File: src/rtl/fp_add.sv
`default_nettype none
// +--------------------------------------------------------------------------+
// | fp_add : multi-cycle IEEE-754 single-precision adder/subtractor           |
// |          (start/ready handshake, bit-serial alignment and normalisation)  |
// | Revision: 1.0                                                            |
// +--------------------------------------------------------------------------+
module fp_add #(
    parameter logic SUB_EN = 1'b1
) (
    input  logic        clk,
    input  logic        rst,
    input  logic [31:0] A,
    input  logic [31:0] B,
    input  logic        sub,
    input  logic        start,
    output logic [31:0] C,
    output logic        ready
);

    localparam logic [31:0] c_QNAN = 32'h7FC00000;

    typedef enum logic [2:0] {
        S_IDLE   = 3'd0,
        S_UNPACK = 3'd1,
        S_ALIGN  = 3'd2,
        S_ADDSUB = 3'd3,
        S_NORM   = 3'd4,
        S_ROUND  = 3'd5,
        S_DONE   = 3'd6
    } state_t;

    state_t      state_q;
    logic [31:0] a_q, b_q, res_q, C_q;
    logic        ready_q;
    logic        sx_q, sy_q;
    logic [8:0]  ex_q;
    logic [7:0]  ey_q;
    logic [26:0] mx_q, my_q;
    logic [27:0] sum_q;

    // Unpacked operand fields; b_q already carries the effective sign
    logic [7:0]  w_ea, w_eb;
    logic [22:0] w_ma, w_mb;
    logic        w_sa, w_sb;
    logic        w_nan_a, w_nan_b, w_inf_a, w_inf_b, w_zero_a, w_zero_b, w_a_ge_b;
    logic [7:0]  w_diff;
    logic [27:0] w_sum;
    logic [24:0] w_rnd;
    logic [23:0] w_mant_d;
    logic [8:0]  w_exp_d;
    logic [31:0] w_round_res;

    always_comb begin
        w_sa     = a_q[31];
        w_sb     = b_q[31];
        w_ea     = a_q[30:23];
        w_eb     = b_q[30:23];
        w_ma     = a_q[22:0];
        w_mb     = b_q[22:0];
        w_nan_a  = (w_ea == 8'hFF) && (w_ma != 23'd0);
        w_nan_b  = (w_eb == 8'hFF) && (w_mb != 23'd0);
        w_inf_a  = (w_ea == 8'hFF) && (w_ma == 23'd0);
        w_inf_b  = (w_eb == 8'hFF) && (w_mb == 23'd0);
        w_zero_a = (w_ea == 8'd0);
        w_zero_b = (w_eb == 8'd0);
        w_a_ge_b = (a_q[30:0] >= b_q[30:0]);
    end

    always_comb begin
        w_diff = ex_q[7:0] - ey_q;
        w_sum  = (sx_q != sy_q) ? ({1'b0, mx_q} - {1'b0, my_q})
                                : ({1'b0, mx_q} + {1'b0, my_q});
    end

    // Round to nearest even on sum_q[26:3] with guard/round/sticky below it
    always_comb begin
        w_rnd    = {1'b0, sum_q[26:3]}
                 + {24'd0, sum_q[2] & (sum_q[1] | sum_q[0] | sum_q[3])};
        w_mant_d = w_rnd[24] ? w_rnd[24:1] : w_rnd[23:0];
        w_exp_d  = ex_q + {8'd0, w_rnd[24]};
        if (w_exp_d >= 9'd255) begin
            w_round_res = {sx_q, 8'hFF, 23'd0};
        end else begin
            w_round_res = {sx_q, w_exp_d[7:0], w_mant_d[22:0]};
        end
    end

    always_ff @(posedge clk) begin
        if (rst) begin
            state_q <= S_IDLE;
            C_q     <= 32'd0;
            ready_q <= 1'b1;
            a_q     <= 32'd0;
            b_q     <= 32'd0;
            res_q   <= 32'd0;
            sx_q    <= 1'b0;
            sy_q    <= 1'b0;
            ex_q    <= 9'd0;
            ey_q    <= 8'd0;
            mx_q    <= 27'd0;
            my_q    <= 27'd0;
            sum_q   <= 28'd0;
        end else begin
            case (state_q)
                S_IDLE: begin
                    if (start) begin
                        a_q     <= A;
                        b_q     <= {B[31] ^ (sub & SUB_EN), B[30:0]};
                        ready_q <= 1'b0;
                        state_q <= S_UNPACK;
                    end
                end
                S_UNPACK: begin
                    state_q <= S_DONE;
                    if (w_nan_a || w_nan_b || (w_inf_a && w_inf_b && (w_sa != w_sb))) begin
                        res_q <= c_QNAN;
                    end else if (w_inf_a) begin
                        res_q <= a_q;
                    end else if (w_inf_b) begin
                        res_q <= b_q;
                    end else if (w_zero_a && w_zero_b) begin
                        res_q <= {w_sa & w_sb, 31'd0};
                    end else if (w_zero_a) begin
                        res_q <= b_q;
                    end else if (w_zero_b) begin
                        res_q <= a_q;
                    end else begin
                        state_q <= S_ALIGN;
                        if (w_a_ge_b) begin
                            sx_q <= w_sa;
                            ex_q <= {1'b0, w_ea};
                            mx_q <= {1'b1, w_ma, 3'b000};
                            sy_q <= w_sb;
                            ey_q <= w_eb;
                            my_q <= {1'b1, w_mb, 3'b000};
                        end else begin
                            sx_q <= w_sb;
                            ex_q <= {1'b0, w_eb};
                            mx_q <= {1'b1, w_mb, 3'b000};
                            sy_q <= w_sa;
                            ey_q <= w_ea;
                            my_q <= {1'b1, w_ma, 3'b000};
                        end
                    end
                end
                S_ALIGN: begin
                    if (w_diff == 8'd0) begin
                        state_q <= S_ADDSUB;
                    end else if (w_diff > 8'd26) begin
                        my_q    <= 27'd1;
                        ey_q    <= ex_q[7:0];
                        state_q <= S_ADDSUB;
                    end else begin
                        my_q <= {1'b0, my_q[26:2], my_q[1] | my_q[0]};
                        ey_q <= ey_q + 8'd1;
                    end
                end
                S_ADDSUB: begin
                    sum_q   <= w_sum;
                    state_q <= S_NORM;
                end
                S_NORM: begin
                    if (sum_q == 28'd0) begin
                        res_q   <= 32'd0;
                        state_q <= S_DONE;
                    end else if (sum_q[27]) begin
                        sum_q <= {1'b0, sum_q[27:2], sum_q[1] | sum_q[0]};
                        ex_q  <= ex_q + 9'd1;
                    end else if (sum_q[26]) begin
                        state_q <= S_ROUND;
                    end else if (ex_q <= 9'd1) begin
                        // Further left shift would underflow into the denormal range
                        res_q   <= {sx_q, 31'd0};
                        state_q <= S_DONE;
                    end else begin
                        sum_q <= {sum_q[26:0], 1'b0};
                        ex_q  <= ex_q - 9'd1;
                    end
                end
                S_ROUND: begin
                    res_q   <= w_round_res;
                    state_q <= S_DONE;
                end
                S_DONE: begin
                    C_q     <= res_q;
                    ready_q <= 1'b1;
                    state_q <= S_IDLE;
                end
                default: begin
                    state_q <= S_IDLE;
                end
            endcase
        end
    end

    assign C     = C_q;
    assign ready = ready_q;

endmodule
`default_nettype wire

File: config.mk
export PLATFORM = sky130hd
export DESIGN_NAME = fp_add
export DESIGN_NICKNAME = d
export VERILOG_FILES = /design/src/rtl/fp_add.sv
export SDC_FILE = /design/constraint.sdc
export NUM_CORES = 1
export LEC_CHECK = 0
export ABC_AREA = 0
export CORE_MARGIN = 3
export CORE_UTILIZATION = 40
export DETAILED_ROUTE_END_ITERATION = 8
export PLACE_DENSITY_LB_ADDON = 0.12
export SLEW_MARGIN = 20
export SYNTH_ARGS = -nofsm -noshare
export SYNTH_HDL_FRONTEND = slang
export SYNTH_SLANG_ARGS = --single-unit
File: constraint.sdc
create_clock -name clk -period 6 [get_ports clk]
set_input_delay 0.9 -clock clk [delete_from_list [all_inputs] [get_ports clk]]
set_output_delay 0.9 -clock clk [all_outputs]
set_load 0.05 [all_outputs]
==> results.yml, run 1 <==
drt:
  antenna_left: 0
  first_pass_iters: 6
  drt-total-wl_um: 46400
  vias: 14000
  via_per_inst: 5.75
  route.detailed.drc: 0
  wire_per_inst_um: 19.0
  drtIter0Drc: 1163
setup_path:
  required_ns: 6.49
  worstReg2RegEnd: "sum_q[27]"
  reg2reg_slack_ns: 1.34
  critPathLaunchType: "register"
  end_kind: "register"
  rr_startpoint: "my_q[0]"
  critPathLaunch: "my_q[0]"
  crit_fanout: 6
  cp.arrival_ns: 5.15
  crit_type: "register to register"
  reg2reg_depth: 19
timing:
  worst_pin_slew_ns: 1.07
  drv_slew: 0
  relSlewSlack: 0.282
  tns_ns: 0
  rsz0062_at_grt: "false"
  setup-violations-final: 0
  fin_crit_sh: 0.776
  timing.final.hold_violations: 0
  max_freq_mhz: 215
  min_period_ns: 4.66
  finClkSkew_ns: 0.0118
placement:
  port_buffers: 100
  place_area_um2: 15800
  dp_hpwl_um: 34000
  gp_congestion: 0.923
grt:
  grt_pass1_vias: 12800
  grt_start_max_net_pins: 71
  grt_first_pass_wirelength_um: 73800
  grt_usage: 0.233
  grt_antenna_before_repair: 1
  grt.overflow.total: 0
clock_tree:
  ctsHoldBuffers: 0
  path_clk_slew_ns: 0.06
  post_cts_resized: 0
  clk_latency_ns: 0.55
  cts_tree: "done"
  cts_setup_buffers: 0
  numCtsBuffers: 28
  cts-htree-levels: 1
  cts.path.max_buffers: 3
  clock-sinks: 230
  clock-root-buffer: "clkbuf_16"
floorplan:
  coreArea_um2: 35800
  io_pins: 101
  fp.dieW_um: 197
  rows: 69
  die_area_um2: 38900
  initial_core_util: 0.408
  die_h_um: 197
synthesis:
  synthFlopType: "dfxtp_1"
  yosysTopAreaCellShare: 0.315
  synthesis.nets: 2076
  ys_ff_latch: 230
  ys_top_cells_by_area: "dfxtp_1 31%, a21oi_1 8.4%, nand2_1 7.3%, ha_1 6.1%, nor2_1 3.9%"
  yosysSeqAreaShare: 0.315
  synth_largest_area_cell: "dfxtp_1"
  netlist_instances: 1936
  synth-edff-count: 0
  synth_area_um2: 14600
  postSynth.asyncResetShare: 0
  netlist-cell-type-count: 77
  yosys_warnings: 0
  syn_area_per_cell_um2: 7.55
worst_hold_path:
  worstHoldStart: "res_q[6]"
  hp-class: "register to register"
  min_delay_path_depth: 2
  whs_endpoint: "C[6]"
finish:
  final_area_um2: 16900
  final_layout_size_suffix_gt1_frac: 0.0708
  finalNetCount: 2098
  fillers: 3635
  area_growth_pct: 15.4
  num_antenna_cells: 0
power:
  ir_drop_mv: 0.413
  power.density_nw_per_um2: 620
  p_leak_nw: 6.22
status:
  status: "finished, final reports clean"
flow_run:
  drv_cap: 0
[state kept, by name (all words and copies together) (netlist names)]
signal / cells
C: 32
a_q: 32
b_q: 32
res_q: 32
sum_q: 28
my_q: 27
mx_q: 24
ex_q: 9
ey_q: 8
state_q: 3
ready: 1
sx_q: 1
sy_q: 1
[layer usage]
metal / global-route usage / wire (µm) / part of all wire / vias up
met5: 0 / 0 / 0 / -
met4: 0.0578 / 1170 / 0.025 / 0
met3: 0.0307 / 3050 / 0.066 / 64
met2: 0.340 / 19100 / 0.41 / 440
met1: 0.360 / 23000 / 0.50 / 6502
li1: - / - / - / 7025
[stage by stage]
step                      worst slack (ns)  total power, mW  std cells   util  hold WS [ns]
after floorplan                       1.89             7.00       1936      -         0.429
after global placement                1.46             8.47       2389  0.442         0.443
after detailed placement              1.39             8.52       2389  0.442         0.443
after CTS                             1.37             10.4       2439  0.471         0.452
after global routing                  1.00             11.3       2439  0.471         0.470
final                                 1.34             10.5       2439  0.471         0.449
[cell type report]
cell class	count	area, µm²	area share
repair buffers	123	1170	0.0694
multi-input cells	1507	9230	0.548
clock inverters	11	209	0.0124
inverters	68	255	0.0151
clock buffers	39	813	0.0482
well taps	461	577	0.0342
flip-flops and latches	230	4600	0.273
[power by group]
part / internal, mW / total (mW) / leakage (nW) / switching [mW]
Combinational: 2.32 / 6.24 / 3.84 / 3.92
Sequential: 1.87 / 2.35 / 1.87 / 0.481
Clock: 1.20 / 1.87 / 0.504 / 0.679
[cells by family after synthesis]
logic type	synth area share
AO/OA/AOI/OAI	0.247
adder cells (fa/ha/maj)	0.0621
AND/OR/NAND/NOR	0.225
flip-flops	0.315
buffers and inverters	0.0555
multiplexers	0.0444
XOR/XNOR	0.0503
[how the worst max path moves through the flow]
stage                endpoint  depth (start not counted)
floorplan           sum_q[27]                         18
global placement    sum_q[27]                         19
detailed placement  sum_q[27]                         19
CTS                 sum_q[27]                         19
global route        sum_q[27]                         19
finish              sum_q[27]                         19
[cell usage after synthesis, types with 15 or more instances]
library cell	count
a211oi_1	51
a21o_1	15
a21oi_1	245
a221oi_1	19
a22oi_1	38
buf_2	15
clkbuf_1	107
dfxtp_1	230
ha_1	71
inv_1	66
mux2_2	31
mux2i_1	30
nand2_1	284
nand3_1	71
nand4_1	26
nor2_1	153
nor3_1	53
nor4_1	27
o21ai_0	106
xnor2_1	54
xor2_1	30
[cells in the final DEF, fill, tap and decap left out, types with 7 or more instances in the layout]
master and count:
nand2_1 284, a21oi_1 245, dfxtp_1 230, nor2_1 153, o21ai_0 106, clkdlybuf4s50_1 99, ha_1 71, nand3_1 70
inv_1 66, xnor2_1 54, nor3_1 52, a211oi_1 51, a22oi_1 38, mux2_2 31, xor2_1 30, mux2i_1 30
clkbuf_16 29, nor4_1 27, nand4_1 26, buf_4 24, a221oi_1 19, a21o_1 15, nor3_2 12, a31oi_1 11
or3_1 10, o211ai_1 10, and3_1 9, o22ai_1 9, nor2b_1 8, nand2b_1 8, or2_2 8, o32ai_1 8
and4_1 7, o21bai_1 7
[worst max-delay path, stage by stage (launching register included)]
cell	delay (ns)
dfxtp_1	0.32
inv_1	0.13
ha_1	0.30
nand2b_1	0.09
or3_1	0.33
nor4_1	0.22
buf_4	0.19
inv_1	0.05
nor3b_1	0.47
a21oi_1	0.16
xnor2_1	0.15
ha_1	0.36
a21oi_1	0.18
o21ai_0	0.10
a221o_1	0.37
o31a_1	0.24
a21oi_1	0.31
o21ai_0	0.18
or3_1	0.36
nand3_1	0.08
Note: power is estimated with default switching activity, not from simulation.
==> run 2, diff against run 1 <==
==> constraint.sdc (replaced) <==
create_clock -name clk -period 4.7 [get_ports clk]
set_input_delay 0.705 -clock clk [delete_from_list [all_inputs] [get_ports clk]]
set_output_delay 0.705 -clock clk [all_outputs]
set_load 0.05 [all_outputs]
==> results.yml, run 2 (same netlist as run 1, synthesis figures left out) <==
finish:
  fin_util: 0.473
  multi_input_area_um2: 9260
  final_cell_mix: "284 x nand2_1, 244 x a21oi_1, 230 x dfxtp_1"
  mostFrequentLayoutCell: "nand2_1"
  ff_latch_area_um2: 4600
  final_layout_size_suffix_gt1_frac: 0.0821
  finalNetCount: 2119
  fillers: 3667
  area_growth_pct: 15.9
  stdcell_count: 2460
drt:
  first_pass_iters: 6
  vias: 14300
  via_per_inst: 5.81
  drtIter0Drc: 1137
  antenna_left: 0
  wire_per_inst_um: 19.3
  drt-total-wl_um: 47400
  route.detailed.drc: 0
timing:
  max_freq_mhz: 231
  relSlewSlack: 0.334
  fin_crit_sh: 0.923
  worst_pin_slew_ns: 0.999
  rsz0062_at_grt: "false"
  min_period_ns: 4.34
  timing.final.hold_violations: 0
  drv_slew: 0
  setup-violations-final: 0
  tns_ns: 0
  finClkSkew_ns: 0.00874
clock_tree:
  cts-htree-levels: 1
  path_clk_slew_ns: 0.06
  numCtsBuffers: 27
  clock-sinks: 230
  cts.path.max_buffers: 3
  cts_tree: "done"
  clock-root-buffer: "clkbuf_16"
  clk_latency_ns: 0.54
grt:
  grt_usage: 0.239
  grt_start_max_net_pins: 82
  grt.overflow.total: 0
  grt_antenna_before_repair: 0
  grt_pass1_vias: 13300
  grt_first_pass_wirelength_um: 75300
setup_path:
  crit_fanout: 6
  end_kind: "register"
  crit_type: "register to register"
  critPathLaunchType: "register"
  cp.arrival_ns: 4.73
  required_ns: 5.10
power:
  power.density_nw_per_um2: 782
  ir_drop_mv: 0.553
  p_leak_nw: 6.26
floorplan:
  die_area_um2: 38900
  die_h_um: 197
  fp.dieW_um: 197
  initial_core_util: 0.408
  coreArea_um2: 35800
  rows: 69
  io_pins: 101
flow_run:
  drv_cap: 0
placement:
  port_buffers: 100
  dp_hpwl_um: 35400
  dp_cells: 2411
  gp_congestion: 0.919
worst_hold_path:
  hp-class: "register to register"
status:
  status: "finished, final reports clean"
## run 2: critical path, stage by stage, from the launching register on
cell      delay (ns)
dfxtp_1         0.32
inv_1           0.13
ha_1            0.30
nand2b_1        0.11
or3_1           0.34
nor4_1          0.18
buf_4           0.18
inv_1           0.05
o21ai_0         0.18
xor2_1          0.17
ha_1            0.31
and3_1          0.23
a221oi_1        0.35
o21ai_1         0.10
a31oi_1         0.36
nor2_1          0.11
a2111o_1        0.40
a311oi_1        0.29
nor3_1          0.08
## run 2: through the flow
step / power, mW / hold slack, ns / area, µm² / setup WS, ns
global placement: 11.0 / 0.438 / 16000 / 0.370
global route: 14.3 / 0.465 / 16900 / 0.0112
detailed placement: 11.0 / 0.444 / 16000 / 0.181
finish: 13.2 / 0.451 / 16900 / 0.362
CTS: 13.2 / 0.454 / 16900 / 0.159
floorplan: 8.93 / 0.429 / 14600 / 0.594
## run 2: timing repair
action	in CTS	in global routing
gates resized for setup	0	3
setup buffers	0	0
hold buffers	0	0
setup endpoints to repair	0	19
## run 2: power by group
group | total, mW | internal (mW) | switching, mW
clock network | 2.11 | 1.26 | 0.850
logic | 8.19 | 3.08 | 5.11
registers | 2.94 | 2.38 | 0.558
## run 2: final timing paths
| check | startpoint | end | slack, ns | cells past startpoint |
|---|---|---|---|---|
| setup reg to reg | my_q[0] | sum_q[22] | 0.36 | 18 |
| hold reg to reg | res_q[23] | C[23] | 0.45 | 2 |
| setup / recovery | my_q[0] | sum_q[22] | 0.36 | 18 |
| hold / removal | res_q[23] | C[23] | 0.45 | 2 |
## run 2: area by class of cell
class                   instances  share of cell area
flip-flops and latches        230               0.272
inverters                      68              0.0151
well taps                     461              0.0341
multi-input cells            1507               0.546
repair buffers                145              0.0796
clock buffers                  37              0.0457
clock inverters                11             0.00717
diodes                          1            0.000148
## run 2: layer usage
metal | share of wire | vias up | track usage | wire length, µm
li1 | - | 7083 | - | -
met1 | 0.48 | 6637 | 0.350 | 22900
met2 | 0.42 | 468 | 0.357 | 19700
met3 | 0.069 | 96 | 0.0430 | 3270
met4 | 0.033 | 0 | 0.0744 | 1550
met5 | 0 | - | 0 | 0
